==> config.mk <==
export PLATFORM = sky130hd
export DESIGN_NAME = rr_arbiter
export DESIGN_NICKNAME = d
export VERILOG_FILES = /design/src/rtl/arb_pkg.sv /design/src/rtl/rr_pick.sv /design/src/rtl/rr_arbiter.sv
export SDC_FILE = /design/constraint.sdc
export NUM_CORES = 1
export LEC_CHECK = 0
export ABC_AREA = 1
export CAP_MARGIN = 5
export CORE_MARGIN = 3
export CORE_UTILIZATION = 56
export DETAILED_ROUTE_END_ITERATION = 8
export HOLD_SLACK_MARGIN = 0.15
export PLACE_DENSITY = 0.79
export REMOVE_ABC_BUFFERS = 1
export SETUP_SLACK_MARGIN = 0.5
export SYNTH_ARGS = -nofsm -noshare
export SYNTH_HDL_FRONTEND = slang
export SYNTH_SLANG_ARGS = --single-unit
==> constraint.sdc <==
create_clock -name clk -period 2.3 [get_ports clk]
set_input_delay 0.46 -clock clk [delete_from_list [all_inputs] [get_ports clk]]
set_output_delay 0.46 -clock clk [all_outputs]
set_load 0.01 [all_outputs]
==> src/rtl/arb_pkg.sv <==
// Shared types and helpers for the round-robin arbiter.
// Holds the FSM state enum and a one-hot to index encoder.
package arb_pkg;

    localparam int MAX_REQ  = 16;
    localparam int MAX_ID_W = 4;

    typedef enum logic [1:0] {
        IDLE    = 2'd0,
        GRANTED = 2'd1,
        TURN    = 2'd2
    } arb_state_t;

    // Index of the set bit; 0 for an all-zero vector.
    function automatic logic [MAX_ID_W-1:0] onehot_to_idx(
        input logic [MAX_REQ-1:0] vec
    );
        logic [MAX_ID_W-1:0] idx;
        idx = '0;
        for (int i = 0; i < MAX_REQ; i++) begin
            if (vec[i]) idx = MAX_ID_W'(i);
        end
        return idx;
    endfunction

endpackage

==> src/rtl/rr_pick.sv <==
// Combinational rotating-priority picker.
// Ports: req (requests), ptr (last winner) -> pick (one-hot), pick_valid.
module rr_pick #(
    parameter int N_REQ = 4,
    parameter int ID_W  = $clog2(N_REQ)
) (
    input  logic [N_REQ-1:0] req,
    input  logic [ID_W-1:0]  ptr,
    output logic [N_REQ-1:0] pick,
    output logic             pick_valid
);

    // Doubling the vector turns the wrap-around search into a
    // straight scan from ptr+1 upwards.
    logic [2*N_REQ-1:0] req_dbl;
    logic [2*N_REQ-1:0] pick_dbl;
    logic [ID_W:0]      idx;

    assign req_dbl = {req, req};

    always_comb begin
        pick_dbl   = '0;
        pick_valid = 1'b0;
        idx        = '0;
        // Scan from lowest priority down so the nearest hit wins.
        for (int k = N_REQ; k >= 1; k--) begin
            idx = {1'b0, ptr} + (ID_W+1)'(k);
            if (req_dbl[idx]) begin
                pick_dbl      = '0;
                pick_dbl[idx] = 1'b1;
                pick_valid    = 1'b1;
            end
        end
    end

    // Fold the upper copy back onto the real requester positions.
    assign pick = pick_dbl[N_REQ-1:0] | pick_dbl[2*N_REQ-1:N_REQ];

endmodule

==> src/rtl/rr_arbiter.sv <==
// Round-robin arbiter with hold limit and one-cycle owner turnaround.
// Ports: clk, rst (sync, high), req -> gnt, gnt_valid, gnt_id, timeout.
module rr_arbiter
    import arb_pkg::*;
#(
    parameter  int N_REQ    = 4,
    parameter  int MAX_HOLD = 16,
    localparam int ID_W     = $clog2(N_REQ)
) (
    input  logic             clk,
    input  logic             rst,
    input  logic [N_REQ-1:0] req,
    output logic [N_REQ-1:0] gnt,
    output logic             gnt_valid,
    output logic [ID_W-1:0]  gnt_id,
    output logic             timeout
);

    localparam int HOLD_W = (MAX_HOLD < 1) ? 1 : $clog2(MAX_HOLD + 1);
    localparam logic [HOLD_W-1:0] HOLD_LIM = HOLD_W'(MAX_HOLD);
    localparam logic [HOLD_W-1:0] HOLD_SAT = '1;
    localparam logic [ID_W-1:0]   PTR_RST  = ID_W'(N_REQ - 1);

    arb_state_t        state_q, state_d;
    logic [ID_W-1:0]   ptr_q, ptr_d;
    logic [HOLD_W-1:0] hold_cnt_q, hold_cnt_d;
    logic [N_REQ-1:0]  gnt_q, gnt_d;
    logic [ID_W-1:0]   gnt_id_q, gnt_id_d;
    logic              timeout_q, timeout_d;

    logic [N_REQ-1:0]  pick;
    logic              pick_valid;
    logic [ID_W-1:0]   pick_id;
    logic              owner_req;
    logic              at_limit;

    rr_pick #(
        .N_REQ (N_REQ),
        .ID_W  (ID_W)
    ) u_pick (
        .req        (req),
        .ptr        (ptr_q),
        .pick       (pick),
        .pick_valid (pick_valid)
    );

    assign pick_id   = ID_W'(onehot_to_idx(MAX_REQ'(pick)));
    assign owner_req = |(req & gnt_q);
    assign at_limit  = (MAX_HOLD != 0) && (hold_cnt_q == HOLD_LIM);

    always_comb begin
        state_d    = state_q;
        ptr_d      = ptr_q;
        hold_cnt_d = hold_cnt_q;
        gnt_d      = gnt_q;
        gnt_id_d   = gnt_id_q;
        timeout_d  = 1'b0;
        unique case (state_q)
            IDLE, TURN: begin
                // TURN arbitrates too, so a new owner follows one gap.
                gnt_d      = '0;
                gnt_id_d   = '0;
                hold_cnt_d = '0;
                state_d    = IDLE;
                if (pick_valid) begin
                    state_d    = GRANTED;
                    gnt_d      = pick;
                    gnt_id_d   = pick_id;
                    ptr_d      = pick_id;
                    hold_cnt_d = HOLD_W'(1);
                end
            end
            GRANTED: begin
                if (!owner_req) begin
                    state_d    = TURN;
                    gnt_d      = '0;
                    gnt_id_d   = '0;
                    hold_cnt_d = '0;
                end else if (at_limit) begin
                    state_d    = TURN;
                    gnt_d      = '0;
                    gnt_id_d   = '0;
                    hold_cnt_d = '0;
                    timeout_d  = 1'b1;
                end else if (hold_cnt_q != HOLD_SAT) begin
                    hold_cnt_d = hold_cnt_q + HOLD_W'(1);
                end
            end
            default: begin
                state_d    = IDLE;
                gnt_d      = '0;
                gnt_id_d   = '0;
                hold_cnt_d = '0;
            end
        endcase
    end

    always_ff @(posedge clk) begin
        if (rst) begin
            state_q    <= IDLE;
            ptr_q      <= PTR_RST;
            hold_cnt_q <= '0;
            gnt_q      <= '0;
            gnt_id_q   <= '0;
            timeout_q  <= 1'b0;
        end else begin
            state_q    <= state_d;
            ptr_q      <= ptr_d;
            hold_cnt_q <= hold_cnt_d;
            gnt_q      <= gnt_d;
            gnt_id_q   <= gnt_id_d;
            timeout_q  <= timeout_d;
        end
    end

    assign gnt       = gnt_q;
    assign gnt_valid = |gnt_q;
    assign gnt_id    = gnt_id_q;
    assign timeout   = timeout_q;

endmodule

# Word-level counts from Yosys, hierarchy flattened
# Cells that the tools add are included.
[totals]
register_bits = 16
latch_bits = 0
ramBits = 0
romBits = 0
in_bits = 6
word_cells = 84
n_memories = 0
[classes]
n_addsub = 5
multipliers = 0
div_mod_pow = 0
magnitude_cmp = 8
eq_ne = 6
shifts = 0
muxes = 45
bitwise = 4
n_reduce_logical = 10
[op_table]
columns = ["op", "count"]
rows = [
  ["8-bit 2-to-1 mux", 4],
  ["3-bit by 4-bit < comparator with 1-bit output (second input constant)", 4],
  ["1-bit 2-to-1 mux", 16],
  ["5-bit 2-to-1 mux", 3],
  ["2-bit 2-to-1 mux", 7],
  ["1-bit binary-select mux with 3-bit select", 4],
  ["1-bit demux with 3-bit select", 4],
  ["3-bit by 1-bit >= comparator with 1-bit output (second input constant)", 4],
  ["4-bit 2-to-1 mux", 3],
  ["5-bit case mux with 2 select lines", 1],
  ["2-bit case mux with 2 select lines", 2],
  ["4-bit case mux with 2 select lines", 1],
  ["4-bit OR reduction", 2],
  ["2-bit by 2-bit adder with 3-bit output (second input constant)", 2],
  ["5-bit by 1-bit adder with 5-bit output (second input constant)", 1],
  ["5-bit == test (second input constant)", 1],
  ["5-bit != test (second input constant)", 1],
  ["4-bit bitwise AND", 1],
  ["1-bit logical AND", 4],
  ["4-bit != test (second input constant)", 1],
  ["4-bit OR", 1],
  ["2-bit by 1-bit adder with 3-bit output (second input constant)", 1],
  ["2-bit by 3-bit adder with 3-bit output (second input constant)", 1],
  ["3-bit != test (second input constant)", 1],
  ["7 further kinds", 8],
]

# Depth between registers and ports, before layout
[logic_depth]
ltp_word = 15
mapped_depth = 15
depth_no_buf = 13

# Hierarchy
# Synthesis repeated with hierarchy kept, for this count alone.
[hier_totals]
hier_cells = 178
area_unflattened_um2 = 1278.7
[by_module_without_submodules]
columns = ["mod", "instances", "cells_each", "area_per_inst_um2", "seq_area_each_um2"]
rows = [
  ["rr_arbiter", 1, 99, 765.7, 320.3],
  ["rr_pick", 1, 79, 513.0, 0.0],
]

# Least setup slack after synthesis
# OpenSTA, ideal clock, no wires.
[synth_timing]
path_kind = "register to register"
from = "register ptr_q[0]"
to = "register gnt_id_q[1] (netlist: gnt_id[1])"
setup_ns = 0.109
arrival_ns = 1.962
t_required_ns = 2.191
setup_slack_ns = 0.229
path_stages_with_launch = 13
path_buffers = 2
period_less_slack_ns = 2.071
cell_sequence = "dfxtp_1 -> buf_6 -> inv_6 -> buf_12 -> ha_1 -> inv_2 -> nand3_4 -> nand2_4 -> or3_4 -> nand3_2 -> nand3_1 -> nand2_1 -> inv_1"
[synth_between]
elab_chain_len = 14
elab_cells_between_ends = 45
classes_between = "add/sub (4); order compare (8); mux (28); bitwise (1); reduce/logical (4)"
[synth_rtl]
columns = ["item", "line", "rtl"]
rows = [
  ["start: declaration", "rr_arbiter.sv:25", "logic [ID_W-1:0] ptr_q, ptr_d;"],
  ["start signal: assignment", "rr_arbiter.sv:108", "ptr_q <= ptr_d;"],
  ["2-bit by 3-bit adder with 3-bit output", "rr_pick.sv:27", "idx = {1'b0, ptr} + (ID_W+1)'(k);"],
  ["3-bit by 4-bit < comparator with 1-bit output (not written as such) or 3-bit by 1-bit >= comparator with 1-bit output (tied branches)", "rr_pick.sv:30", "pick_dbl[idx] = 1'b1;"],
  ["1-bit logical AND (not written as such)", "rr_pick.sv:30", ""],
  ["1-bit 2-to-1 mux (not written as such)", "rr_pick.sv:30", ""],
  ["1-bit demux with 3-bit select", "n/a", ""],
  ["8-bit 2-to-1 mux (4 in a row)", "rr_pick.sv:28", "if (req_dbl[idx]) begin"],
  ["4-bit OR", "rr_pick.sv:37", "assign pick = pick_dbl[N_REQ-1:0] | pick_dbl[2*N_REQ-1:N_REQ];"],
  ["2-bit 2-to-1 mux (2 in a row)", "arb_pkg.sv:21", "if (vec[i]) idx = MAX_ID_W'(i);"],
  ["2-bit 2-to-1 mux *", "rr_arbiter.sv:65", "if (pick_valid) begin"],
  ["2-bit case mux with 2 select lines *", "rr_arbiter.sv:58", "unique case (state_q)"],
  ["end signal: assignment", "rr_arbiter.sv:111", "gnt_id_q <= gnt_id_d;"],
  ["end: declaration", "rr_arbiter.sv:28", "logic [ID_W-1:0] gnt_id_q, gnt_id_d;"],
]
# Mark *: on every way between the ends. The rest lies on a longest branch, timed or not. The select of a mux whose other input is x is not followed.
# A chain may end at the register's enable or synchronous reset.

# Worst setup path after layout
[layout_timing]
from = "register ptr_q[0]"
to = "register ptr_q[1]"
[layout_between]
elab_chain_len = 12
elab_cells_between_ends = 44
classes_between = "add/sub (4); order compare (8); mux (26); bitwise (1); reduce/logical (5)"
[layout_rtl]
columns = ["item", "line"]
rows = [
  ["2-bit by 3-bit adder with 3-bit output", "rr_pick.sv:27"],
  ["3-bit by 4-bit < comparator with 1-bit output (not written as such) or 3-bit by 1-bit >= comparator with 1-bit output (tied branches)", "rr_pick.sv:30"],
  ["1-bit logical AND (not written as such)", "rr_pick.sv:30"],
  ["1-bit 2-to-1 mux (not written as such)", "rr_pick.sv:30"],
  ["1-bit demux with 3-bit select", "n/a"],
  ["8-bit 2-to-1 mux (4 in a row)", "rr_pick.sv:28"],
  ["4-bit OR", "rr_pick.sv:37"],
  ["2-bit 2-to-1 mux (2 in a row)", "arb_pkg.sv:21"],
]
# Parallel ways exist; a longest one is shown, timed or not. The select of a mux whose other input is x is not followed.

==> results.sh <==
export IMPL_status="finished clean"
export IMPL_first_pass_iters=4
export IMPL_syn_to_final_growth_pct=25.8
export IMPL_dpl_worst_slack_ns=0.178
export IMPL_clockBufferDepth=2
export IMPL_crit_arrival_ns=1.93
export IMPL_required_ns=2.46
export IMPL_cp_max_fo=10
export IMPL_io_pins=14
export IMPL_cp_common_cell="buf_4"
export IMPL_drive_gt1_share_pct=26.3
export IMPL_grt_pass1_wl_um=5680
export IMPL_max_freq_mhz=563
export IMPL_numCtsBuffers=3
export IMPL_clk_pin_slew_ns=0.08
export IMPL_root_buffer="clkbuf_4"
export IMPL_path_cells="clkinv_8, buf_4, buf_4, nand2_4, nand3_4, nand2_4, nand2_2, nor2_1, nor2_2, nand3_2, buf_4, nand4_1"
export IMPL_r2r_cells=12
export IMPL_synth_seq_cells=16
export IMPL_peakVddDrop_mv=1.04
export IMPL_ys_warn_count=0
export IMPL_place_hpwl_um=2550
export IMPL_drv_cap=0
export IMPL_fin_crit_ns=1.78
export IMPL_gp_congestion=1.02
export IMPL_powerDensity_nw_per_um2=1350
export IMPL_synth_distinct_cells=26
export IMPL_port_buffers=13
export IMPL_hp_start="hold_cnt_q[4]"
export IMPL_viasPerCell=5.59
export IMPL_slew_viol_final=0
export IMPL_synth_cell_area_um2=1360
export IMPL_finalCritPeriodShare_pct=77.3
export IMPL_syn_area_per_cell_um2=6.81
export IMPL_setup_violations=0
export IMPL_worst_path_buf_inv=4
export IMPL_num_vias=1408
export IMPL_h_tree_depth=1
export IMPL_drtAntennaViolNets=0
export IMPL_crit_start="ptr_q[0]"
export IMPL_hold_path_class="register to register"
export IMPL_die_h_um=55.3
export IMPL_rows=17
export IMPL_rsz0062_at_grt="yes"
export IMPL_clock_skew_ns=0.00136
export IMPL_syn_inst=200
export IMPL_drc=0
export IMPL_dieArea_um2=3060
export IMPL_clkLatencyLatePin_ns=0.28
export IMPL_antenna_found_initial=0
export IMPL_setup_ws_ns=0.523
export IMPL_setup_worst_path_end_class="register"
export IMPL_synth_yosys_seq_area_share_pct=23.5
export IMPL_gr_total_overflow=0
export IMPL_diodes=0
export IMPL_drt_iter0_markers=108
export IMPL_finalHoldViolCount=0
export IMPL_maxSlewHeadroom_pct=83.0
export IMPL_min_path_cells=2
export IMPL_grt_max_degree=15
export IMPL_setup_tns_ns=0
export IMPL_critPathLaunchType="register"
export IMPL_crit_cells=12
export IMPL_crit_path_max_incr_delay_ns=0.39
export IMPL_crit_slowest_cell="dfxtp_4"
export IMPL_start_util_pct=60.4
export IMPL_finalNetCount=243
export IMPL_clkSinkCount=16
export IMPL_drt_wl_total_um=3500
export IMPL_leakagePower_nw=0.845
export IMPL_cts_tree="done"
export IMPL_r2r_start="ptr_q[0]"
export IMPL_worst_pin_slew_ns=0.252
export IMPL_crit_type="register to register"
export IMPL_grt_usage_pct=22.5
export IMPL_grt_pass1_vias=1255
export IMPL_core_area_um2=2250
export IMPL_die_w_um=55.3
export IMPL_avgRoutedWirePerCell_um=13.9
export IMPL_cpLargestDelayFamily="simple AND/OR/NAND/NOR gates"
cell usage in the layout (no fill, tap or decap), drive strengths merged:
cell type	netlist	layout
nand3	22	22
inv	27	26
ha	11	11
clkinv	0	1
a31oi	1	1
o22ai	1	1
buf	2	10
clkbuf	0	3
dfxtp	16	16
nand2	73	73
a21oi	10	10
nor3	3	3
nor4	1	1
clkdlybuf4s50	0	8
o21ai	8	8
nand4	5	5
nor2	17	17
xor2	2	2
dlymetal6s2s	0	5
or3	1	1
flip-flops by register name, summed over array words and instances (netlist names):
name        cells
gnt             4
gnt_id          2
hold_cnt_q      5
ptr_q           2
state_q         2
timeout         1
worst register-to-register path, cell delays in order, from the launching register on:
cell	delay, ns
dfxtp_4	0.39
clkinv_8	0.06
buf_4	0.17
buf_4	0.15
nand2_4	0.08
nand3_4	0.10
nand2_4	0.12
nand2_2	0.07
nor2_1	0.14
nor2_2	0.06
nand3_2	0.12
buf_4	0.12
nand4_1	0.07
final timing paths:
check             endpoint  slack, ns
max               ptr_q[1]       0.52
min          hold_cnt_q[4]       0.49
max reg2reg       ptr_q[1]       0.52
min reg2reg  hold_cnt_q[4]       0.49
what timing repair did:
action,in CTS,in global routing
buffers inserted,0,6
setup endpoints to repair,10,9
hold buffers,0,0
resized for setup,6,27
pin swaps,0,5
final cells by class:
cell class	count	area, um2
clock buffers	3	22.5
flip-flops and latches	16	324
fillers	171	542
inverters	27	119
well taps	28	35.0
repair buffers	23	218
multi-input cells	155	995
synth_stat cells:
master   instances  share of area (%)
a21oi_1          9                3.3
a21oi_2          1               0.64
a31oi_1          1               0.46
buf_12           1                1.5
buf_6            1               0.83
dfxtp_1         16                 24
ha_1            11                 10
inv_1           23                6.3
inv_2            3               0.83
inv_6            1               0.64
nand2_1         60                 17
nand2_2          7                3.2
nand2_4          6                5.0
nand3_1         14                5.1
nand3_2          5                3.7
nand3_4          3                3.9
nand4_1          5                2.3
nor2_1          15                4.1
nor2_2           2               0.92
nor3_1           3                1.1
nor4_1           1               0.46
o21ai_0          7                2.6
o21ai_1          1               0.37
o22ai_1          1               0.46
or3_4            1               0.83
xor2_1           2                1.3
routing by layer:
| layer | GRT usage (%) | share of wire (%) | vias to the layer above | routed length, um |
|---|---|---|---|---|
| li1 | - | - | 697 | - |
| met1 | 32.7 | 46 | 649 | 1600 |
| met2 | 35.0 | 48 | 52 | 1660 |
| met3 | 4.44 | 5.5 | 10 | 191 |
| met4 | 3.47 | 1.3 | 0 | 44 |
| met5 | 0 | 0 | - | 0 |
stage by stage:
step                cells  instance area, um2  hold WS [ns]  power [W]  utilization [%]
floorplan             198                1330         0.454    0.00147                -
global placement      243                1530         0.469    0.00184             67.6
detailed placement    243                1530         0.475    0.00186             67.6
CTS                   246                1570         0.486    0.00204             69.6
global route          252                1710         0.513    0.00251             76.0
finish                252                1710         0.490    0.00231             76.0
power by group:
group / internal, W / total [W] / switching (W)
sequential: 0.000355 / 0.000414 / 0.0000595
clock: 0.0000607 / 0.000137 / 0.0000766
combinational: 0.000689 / 0.00176 / 0.00107
logic make-up (layout without fill, tap and decap cells):
logic type / Yosys count / in the layout / synth area share [%]
xor gates and xnor gates: 2 / 2 / 1.29
DFF: 16 / 16 / 23.5
adders and majority gates: 11 / 11 / 10.1
buffers and inverters: 29 / 53 / 10.1
AOI/OAI and AO/OA: 20 / 20 / 7.81
and+or+nand+nor: 122 / 122 / 47.2
Power figures use the tool's default switching activity.
